<file path="config.mk">
export PLATFORM = sky130hd
export DESIGN_NAME = kfps2kb_cmd_sequencer
export DESIGN_NICKNAME = d
export VERILOG_FILES = /design/src/rtl/kfps2kb_pkg.sv /design/src/rtl/kfps2kb_timeout_timer.sv /design/src/rtl/kfps2kb_cmd_sequencer.sv
export SDC_FILE = /design/constraint.sdc
export NUM_CORES = 1
export LEC_CHECK = 0
export CAP_MARGIN = 10
export CORE_MARGIN = 4
export CORE_UTILIZATION = 56
export CTS_CLUSTER_DIAMETER = 150
export DETAILED_ROUTE_END_ITERATION = 7
export GPL_TIMING_DRIVEN = 0
export MAX_ROUTING_LAYER = met4
export PLACE_DENSITY = 0.86
export SKIP_LAST_GASP = 1
export SYNTH_ARGS = -nofsm -noshare
export SYNTH_HDL_FRONTEND = slang
export SYNTH_HIERARCHICAL = 1
export SYNTH_SLANG_ARGS = --single-unit
</file>
<file path="constraint.sdc">
create_clock -name clock -period 8.7 [get_ports clock]
set_clock_uncertainty 0.2 [all_clocks]
set_input_delay 2.61 -clock clock [delete_from_list [all_inputs] [get_ports clock]]
set_output_delay 2.61 -clock clock [all_outputs]
set_load 0.02 [all_outputs]
</file>
<file path="src/rtl/kfps2kb_pkg.sv">
// Shared types and PS/2 keyboard command/response bytes for the command sequencer.
package kfps2kb_pkg;

    localparam int unsigned TIMER_W = 24;

    localparam logic [7:0] CMD_SET_LED  = 8'hED;
    localparam logic [7:0] CMD_RESET    = 8'hFF;
    localparam logic [7:0] RSP_ACK      = 8'hFA;
    localparam logic [7:0] RSP_RESEND   = 8'hFE;
    localparam logic [7:0] RSP_BAT_OK   = 8'hAA;
    localparam logic [7:0] RSP_BAT_FAIL = 8'hFC;

    typedef enum logic [2:0] {
        IDLE,
        SEND,
        WAIT_TX,
        WAIT_ACK,
        WAIT_BAT
    } state_t;

    // Argument byte of the set-LED command: {caps, num, scroll} in the low bits.
    function automatic logic [7:0] led_arg(input logic [2:0] leds);
        return {5'b00000, leds};
    endfunction

endpackage

</file>
<file path="src/rtl/kfps2kb_timeout_timer.sv">
// Saturating cycle counter; expired is high while enabled and the count has reached limit.
module kfps2kb_timeout_timer
    import kfps2kb_pkg::*;
(
    input  logic               clock,
    input  logic               reset,
    input  logic               clear,
    input  logic               enable,
    input  logic [TIMER_W-1:0] limit,
    output logic               expired
);

    logic [TIMER_W-1:0] count;

    // Holding at the limit keeps expiry visible if a discarded byte defers it by a cycle.
    always_ff @(posedge clock) begin
        if (reset || clear) begin
            count <= '0;
        end else if (enable && (count != limit)) begin
            count <= count + TIMER_W'(1);
        end
    end

    assign expired = enable && (count == limit);

endmodule

</file>
<file path="src/rtl/kfps2kb_cmd_sequencer.sv">
// Issues LED-update and reset commands to a PS/2 keyboard, handling ACK/RESEND,
// retries, timeouts and the BAT result of a reset.
module kfps2kb_cmd_sequencer
    import kfps2kb_pkg::*;
#(
    parameter logic [15:0] ack_timeout = 16'd2000,
    parameter logic [23:0] bat_timeout = 24'd1000000,
    parameter logic [1:0]  max_retry   = 2'd3
) (
    input  logic       clock,
    input  logic       reset,
    input  logic       led_request,
    input  logic [2:0] led_state,
    input  logic       kbd_reset_request,
    output logic       tx_valid,
    output logic [7:0] tx_data,
    input  logic       tx_ready,
    input  logic       tx_done,
    input  logic       rx_valid,
    input  logic [7:0] rx_data,
    output logic       busy,
    output logic       suppress_rx,
    output logic       error,
    output logic       bat_pass
);

    state_t             state;
    logic               pend_led;
    logic               pend_reset;
    logic               seq_reset;
    logic               arg_byte;
    logic [1:0]         retry_cnt;

    logic               rx_ack_c;
    logic               rx_resend_c;
    logic               rx_bat_ok_c;
    logic               rx_bat_fail_c;
    logic               tmr_clear_c;
    logic               tmr_enable_c;
    logic [TIMER_W-1:0] tmr_limit_c;
    logic               tmr_expired;

    assign rx_ack_c      = rx_valid && (rx_data == RSP_ACK);
    assign rx_resend_c   = rx_valid && (rx_data == RSP_RESEND);
    assign rx_bat_ok_c   = rx_valid && (rx_data == RSP_BAT_OK);
    assign rx_bat_fail_c = rx_valid && (rx_data == RSP_BAT_FAIL);

    // One timer serves both waits; it restarts on entry to either wait state.
    always_comb begin
        tmr_enable_c = (state == WAIT_ACK) || (state == WAIT_BAT);
        tmr_clear_c  = !tmr_enable_c || ((state == WAIT_ACK) && rx_ack_c);
        tmr_limit_c  = (state == WAIT_BAT) ? bat_timeout : TIMER_W'(ack_timeout);
    end

    kfps2kb_timeout_timer u_timer (
        .clock   (clock),
        .reset   (reset),
        .clear   (tmr_clear_c),
        .enable  (tmr_enable_c),
        .limit   (tmr_limit_c),
        .expired (tmr_expired)
    );

    assign suppress_rx = busy;

    always_ff @(posedge clock) begin
        if (reset) begin
            state      <= IDLE;
            tx_valid   <= 1'b0;
            tx_data    <= 8'h00;
            busy       <= 1'b0;
            error      <= 1'b0;
            bat_pass   <= 1'b0;
            pend_led   <= 1'b0;
            pend_reset <= 1'b0;
            seq_reset  <= 1'b0;
            arg_byte   <= 1'b0;
            retry_cnt  <= 2'd0;
        end else begin
            bat_pass <= 1'b0;
            unique case (state)
                IDLE: begin
                    // Reset outranks LED work and makes any queued LED update redundant.
                    if (kbd_reset_request || pend_reset) begin
                        state      <= SEND;
                        tx_valid   <= 1'b1;
                        tx_data    <= CMD_RESET;
                        busy       <= 1'b1;
                        error      <= 1'b0;
                        seq_reset  <= 1'b1;
                        arg_byte   <= 1'b0;
                        retry_cnt  <= 2'd0;
                        pend_reset <= 1'b0;
                        pend_led   <= 1'b0;
                    end else if (led_request || pend_led) begin
                        state     <= SEND;
                        tx_valid  <= 1'b1;
                        tx_data   <= CMD_SET_LED;
                        busy      <= 1'b1;
                        error     <= 1'b0;
                        seq_reset <= 1'b0;
                        arg_byte  <= 1'b0;
                        retry_cnt <= 2'd0;
                        pend_led  <= 1'b0;
                    end
                end
                SEND: begin
                    if (tx_ready) begin
                        state    <= WAIT_TX;
                        tx_valid <= 1'b0;
                    end
                end
                WAIT_TX: begin
                    if (tx_done) begin
                        state <= WAIT_ACK;
                    end
                end
                WAIT_ACK: begin
                    // A received byte in the expiry cycle takes precedence over the timeout.
                    if (rx_ack_c) begin
                        retry_cnt <= 2'd0;
                        if (seq_reset) begin
                            state <= WAIT_BAT;
                        end else if (!arg_byte) begin
                            state    <= SEND;
                            tx_valid <= 1'b1;
                            tx_data  <= led_arg(led_state);
                            arg_byte <= 1'b1;
                        end else begin
                            state <= IDLE;
                            busy  <= 1'b0;
                        end
                    end else if (rx_resend_c || (!rx_valid && tmr_expired)) begin
                        if (retry_cnt == max_retry) begin
                            state <= IDLE;
                            busy  <= 1'b0;
                            error <= 1'b1;
                        end else begin
                            state     <= SEND;
                            tx_valid  <= 1'b1;
                            retry_cnt <= retry_cnt + 2'd1;
                        end
                    end
                end
                WAIT_BAT: begin
                    if (rx_bat_ok_c) begin
                        state    <= IDLE;
                        busy     <= 1'b0;
                        bat_pass <= 1'b1;
                    end else if (rx_bat_fail_c || (!rx_valid && tmr_expired)) begin
                        state <= IDLE;
                        busy  <= 1'b0;
                        error <= 1'b1;
                    end
                end
                default: begin
                    state    <= IDLE;
                    busy     <= 1'b0;
                    tx_valid <= 1'b0;
                end
            endcase

            if (state != IDLE) begin
                if (led_request) begin
                    pend_led <= 1'b1;
                end
                if (kbd_reset_request) begin
                    pend_reset <= 1'b1;
                end
            end
        end
    end

endmodule

</file>
==> reports/metrics.yaml, run 1 <==
status: "complete, no violations"
setup_tns_ns: 0
setup.worst_path.class: "in2reg"
grt_overflow: 0
ff2ff_path_depth: 14
synth_edf_count: 0
r2r-end: "retry_cnt[0]"
hold_viol: 0
first_global_vias: 2399
area_delta_synth_final_pct: 19.52
drc: 0
crit_slowest_cell: "clkdlybuf4s50_1"
min_period_over_period_pct: 57.25
synth_cells: 321
leakage_nw: 1.095
synth_area_sq_um: 2686
initial_core_util_pct: 59.64
grt_max_degree: 13
setup_viol: 0
io_pins: 31
pwr_density_cell_nw_per_um2: 183.0
core_area_sq_um: 4504
final_nets: 391
cts_tree: "yes"
hold_path_class: "reg2reg"
ctsResizeCount: 0
num_rows: 24
dp_hpwl_um: 4837
cts_setup_buffers: 0
die_area_sq_um: 5969
cts-root-buf: "clkbuf_8"
syn-mean-instance-area_sq_um: 8.369
diodes: 0
reg2reg_from: "state[1]"
drive_above_1_share_pct: 12.90
drv_cap: 0
clock_sinks: 42
cts.path.max_buffers: 2
ys_seq_area_share_pct: 31.30
synthArstFlopShare_pct: 0
drt-total-wl_um: 6747
drtAntennaViolNets: 0
required_ns: 8.67
synth_cell_types: 68
gp_congestion: 0.9332
slew_violations: 0
die_h_um: 77.26
min_from: "tx_data[4]"
grt_setup_unrepaired: "no"
fin_crit_ns: 4.981
critPathMaxFanout: 10
antenna_found_initial: 0
synth-seq-cells: 42
cts_buffers: 5
dr.pass1.iters: 4
num_vias: 2594
drt_iter0_markers: 292
crit_chain: "clkdlybuf4s50_1 -> and4_1 -> nor3b_2 -> buf_4 -> nand2_1 -> nand2_1 -> or2_2 -> buf_1 -> clkbuf_1 -> a21oi_1"
yosys_warnings: 6
cpMostUsedCell: "nand2_1"
clk_latency_ns: 0.30
htreeDepth: 2
via_per_inst: 6.118
regToRegSetupSlack_ns: 5.14
hold_depth: 2
synth-main-ff-cell: "dfxtp_1"
endpoint_kind: "register"
peakVddDrop_mv: 0.1327
slowest_delay_ns: 0.47
portBuffers: 30
dieWidth_um: 77.26
grt_pass1_wl_um: 11510
relSlewSlack_pct: 54.22
fmax_ghz: 0.2008
grtUsageTotal_pct: 24.46
postCtsHoldBufs: 0
tightest_slew_ns: 0.6814
cp-start-kind: "input pin"
fin_util_pct: 71.28
worstPathArrival_ns: 4.95
path_clk_slew_ns: 0.08
hold_end: "tx_data[4]"
wire_per_inst_um: 15.91
## metal layers
layer | vias up | routed length, um | global-route usage, %
li1 | 1251 | - | -
met1 | 1228 | 3031 | 32.47
met2 | 99 | 3090 | 36.87
met3 | 16 | 491 | 4.801
met4 | 0 | 134 | 8.897
met5 | - | 0 | -
## layout make-up
cell class | count | area (sq um)
buffer | 22 | 145.1
clock buffer | 8 | 110.1
fill | 347 | 1294
inverter | 8 | 30.03
multi-input combinational | 262 | 1719
sequential | 42 | 840.8
tap | 52 | 65.06
timing repair buffer | 30 | 300.3
## through the flow
stage | area, sq um | total power, mW | cells | worst slack [ns] | hold WS [ns]
2_1_floorplan | 2735 | 0.3671 | 334 | 4.215 | 0.2397
3_3_place_gp | 3100 | 0.4322 | 416 | 3.532 | 0.2478
3_5_place_dp | 3100 | 0.4376 | 416 | 3.458 | 0.2585
4_1_cts | 3211 | 0.5851 | 424 | 3.777 | 0.2694
5_1_grt | 3211 | 0.6169 | 424 | 3.524 | 0.3126
6_report | 3211 | 0.5874 | 424 | 3.719 | 0.2657
## Yosys cell counts (4+ instances only)
library cell   n  share of area (%)
dfxtp_1       42                 31
xnor2_1       33                 11
nor2_1        28                3.9
a21oi_1       24                4.5
nand2_1       21                2.9
nand3_1       16                3.0
nor3_1        11                2.0
o21ai_0       11                2.0
nand4_1       10                2.3
inv_1          8                1.1
o31ai_1        8                2.2
or4_1          8                2.2
clkbuf_1       6               0.84
a31oi_1        5                1.2
buf_2          5               0.93
buf_4          5                1.4
buf_6          5                2.1
or3_1          5                1.2
and2_1         4               0.93
and3_1         4               0.93
## report_power, final
part	total [mW]	internal [mW]	leakage, nW	switching, mW
sequential	0.223	0.210	0.341	0.0127
clock	0.150	0.0802	0.0575	0.0702
combinational	0.214	0.0998	0.696	0.114
total	0.587	0.390	1.09	0.197
## worst max path at each step
stage	endpoint	depth (start not counted)	start	slack (ns)
after detailed placement	u_timer/count[20]	10	rx_data[6]	3.46
after floorplan	u_timer/count[7]	9	rx_data[6]	4.22
final	u_timer/count[20]	10	rx_data[6]	3.72
after global placement	u_timer/count[21]	10	rx_data[6]	3.53
after global routing	u_timer/count[1]	10	rx_data[7]	3.52
after CTS	u_timer/count[20]	10	rx_data[6]	3.78
## layout by cell type (no fill, tap or decap), drive strengths merged, types with 14 or more instances in the layout
master	n
nand3	17
a21oi	24
nor2	29
xnor2	33
conb	15
clkbuf	14
dfxtp	42
nand2	22
clkdlybuf4s50	30
buf	16
## critical path, delay by kind of cell
| family | cells | cell delay [ns] |
|---|---|---|
| AO/OA/AOI/OAI | 1 | 0.09 |
| AND/OR/NAND/NOR | 5 | 0.90 |
| buffers and inverters | 4 | 1.35 |
## cells by family (layout without fill, tap and decap cells)
group	count (synthesis)	in the layout	share of synthesized area [%]
buf+inv	30	68	6.520
flops	42	42	31.30
simple gates	133	133	28.78
compound gates	75	75	19.94
xor+xnor	34	34	11.09
mux	3	3	1.164
fa+ha+maj	2	2	0.9314
other cells	2	15	0.2796
## flip-flops by register name (all words and copies together) (netlist names)
signal	count
pend_led	1
pend_reset	1
retry_cnt	2
tx_valid	1
tx_data	5
bat_pass	1
u_timer/count	24
seq_reset	1
state	3
busy	1
error	1
arg_byte	1
Note: power is estimated with default switching activity, not from simulation.
==> run 2, diff against run 1 <==
--- a/config.mk
+++ b/config.mk
@@ -7,12 +7,12 @@
 export LEC_CHECK = 0
 export CAP_MARGIN = 10
 export CORE_MARGIN = 4
-export CORE_UTILIZATION = 56
+export CORE_UTILIZATION = 51
 export CTS_CLUSTER_DIAMETER = 150
 export DETAILED_ROUTE_END_ITERATION = 7
 export GPL_TIMING_DRIVEN = 0
 export MAX_ROUTING_LAYER = met4
-export PLACE_DENSITY = 0.86
+export PLACE_DENSITY = 0.83
 export SKIP_LAST_GASP = 1
 export SYNTH_ARGS = -nofsm -noshare
 export SYNTH_HDL_FRONTEND = slang
==> constraint.sdc (replaced) <==
create_clock -name clock -period 4.2 [get_ports clock]
set_clock_uncertainty 0.2 [all_clocks]
set_input_delay 1.26 -clock clock [delete_from_list [all_inputs] [get_ports clock]]
set_output_delay 1.26 -clock clock [all_outputs]
set_load 0.02 [all_outputs]
==> run 2 against run 1 <==
Compared with the run above: sequential power up 110%; combinational power up 100%; sequential cell count unchanged; clock power rose to 2.7 times the previous value; die area up 8.8%; total power up 120%; final cell count up 4.2%; register-to-register slack worse by 4.5 ns; worst setup slack worse by 3.2 ns; first-iteration DRC count down 29%; largest cell class unchanged; highest routed layer unchanged.
==> reports/metrics.yaml, run 2 (synthesis results as in run 1) <==
status: "complete, no violations"
cts_tree: "yes"
grtUsageTotal_pct: 22.78
gp_congestion: 0.9860
final_nets: 391
dr.pass1.iters: 4
wl_met3_um: 305
slowest_delay_ns: 0.47
grt_overflow: 0
cts-root-buf: "clkbuf_8"
grt_pass1_wl_um: 11320
required_ns: 4.16
tightest_slew_ns: 0.6394
hold_depth: 2
dp_hpwl_um: 4950
core_area_sq_um: 5107
drc: 0
drv_cap: 0
critPathMaxFanout: 10
regToRegSetupSlack_ns: 0.63
drt-total-wl_um: 6767
clk_latency_ns: 0.30
via_per_inst: 5.817
die_area_sq_um: 6492
path_clk_slew_ns: 0.09
dieWidth_um: 80.58
diodes: 0
mostFrequentLayoutCells: "dfxtp_1 (42), xnor2_1 (33), clkdlybuf4s50_1 (30), nor2_1 (28), a21oi_1 (24)"
pwr_density_cell_nw_per_um2: 399.3
grt_setup_unrepaired: "no"
num_vias: 2571
worstPathArrival_ns: 3.60
drt_iter0_markers: 206
htreeDepth: 2
wl_met2_um: 3276
fmax_ghz: 0.2748
drive_above_1_share_pct: 12.90
setup_tns_ns: 0
grt_max_degree: 14
ff2ff_path_depth: 14
first_global_vias: 2466
cpMostUsedCell: "nand2_1"
setup_viol: 0
hold_path_class: "reg2reg"
met1_length_um: 3024
area_delta_synth_final_pct: 21.56
hold_end: "tx_data[4]"
cts_buffers: 5
cp-start-kind: "input pin"
reg2reg_from: "state[1]"
regMostFlops: "u_timer/count"
clock_sinks: 42
initial_core_util_pct: 52.60
crit_slowest_cell: "clkdlybuf4s50_1"
leakage_nw: 1.109
wire_per_inst_um: 15.31
drtAntennaViolNets: 0
relSlewSlack_pct: 57.05
fillers: 429
endpoint_kind: "register"
ctsResizeCount: 0
largest_reg_flops: 24
r2r-end: "state[2]"
postCtsHoldBufs: 0
setup.worst_path.class: "in2reg"
crit_chain: "clkdlybuf4s50_1 -> and4_1 -> nor3b_2 -> buf_4 -> nand2_1 -> nand2_1 -> or2_2 -> buf_1 -> clkbuf_1 -> a21oi_1"
cts_setup_buffers: 0
final_common_cell: "dfxtp_1"
portBuffers: 30
num_rows: 26
fin_crit_ns: 3.638
die_h_um: 80.58
antenna_found_initial: 0
highest_layer: "met4"
peakVddDrop_mv: 0.2929
min_period_over_period_pct: 86.63
hold_viol: 0
whs_ns: 0.2687
reg.largest.list: "u_timer/count: 24 flops, tx_data: 5 flops, state: 3 flops"
min_from: "tx_data[4]"
cts.path.max_buffers: 2
io_pins: 31
slew_violations: 0
-- run 2: area by class of cell --
cell class | instances | area [sq um] | area share (%)
repair buffers | 30 | 300.3 | 9.195
clock buffers | 6 | 82.58 | 2.529
multi-input cells | 262 | 1719 | 52.64
plain buffers | 22 | 145.1 | 4.444
well taps | 70 | 87.58 | 2.682
inverters | 8 | 30.03 | 0.9195
clock inverters | 2 | 60.06 | 1.839
flip-flops and latches | 42 | 840.8 | 25.75
-- run 2: worst max path at each step --
stage / startpoint / endpoint / slack [ns] / depth (start not counted)
5_1_grt: rx_data[6] / u_timer/count[17] / 0.37 / 10
4_1_cts: rx_data[7] / u_timer/count[17] / 0.58 / 10
3_5_place_dp: rx_data[7] / u_timer/count[17] / 0.25 / 10
3_3_place_gp: rx_data[6] / u_timer/count[11] / 0.29 / 10
6_report: rx_data[7] / u_timer/count[17] / 0.56 / 10
2_1_floorplan: rx_data[6] / u_timer/count[7] / 1.07 / 9
-- run 2: stage by stage --
stage | total power, mW | util, % | setup WS, ns | std cells | cell area [sq um]
detailed placement | 0.9051 | 61.15 | 0.2513 | 434 | 3123
floorplan | 0.7605 | - | 1.065 | 334 | 2735
finish | 1.304 | 63.94 | 0.5615 | 442 | 3266
CTS | 1.306 | 63.94 | 0.5785 | 442 | 3266
global placement | 0.8962 | 61.15 | 0.2929 | 434 | 3123
global route | 1.370 | 63.94 | 0.3704 | 442 | 3266
-- run 2: critical path: cells and delay by family --
family / cells / cell delay, ns
AOI/OAI and AO/OA: 1 / 0.08
and+or+nand+nor: 5 / 0.93
buffers and inverters: 4 / 1.32
-- run 2: power by group --
part           switching, mW  internal (mW)  total, mW  leakage, nW
clock network          0.152          0.254      0.405       0.0714
logic                  0.230          0.207      0.437        0.696
registers             0.0260          0.436      0.462        0.341
total                  0.408          0.896       1.30         1.11
-- run 2: routing by layer --
layer  vias up  GRT usage (%)
li1       1254              -
met5         -              -
met3        17          4.148
met2        80          37.50
met4         0          8.277
met1      1220          27.84
==> run 3, diff against run 2 <==
--- a/config.mk
+++ b/config.mk
@@ -14,6 +14,7 @@
 export MAX_ROUTING_LAYER = met4
 export PLACE_DENSITY = 0.83
 export SKIP_LAST_GASP = 1
+export SLEW_MARGIN = 5
 export SYNTH_ARGS = -nofsm -noshare
 export SYNTH_HDL_FRONTEND = slang
 export SYNTH_HIERARCHICAL = 1
==> results of run 3 <==
No change in the layout: final DEF, timing and power equal those of run 2.
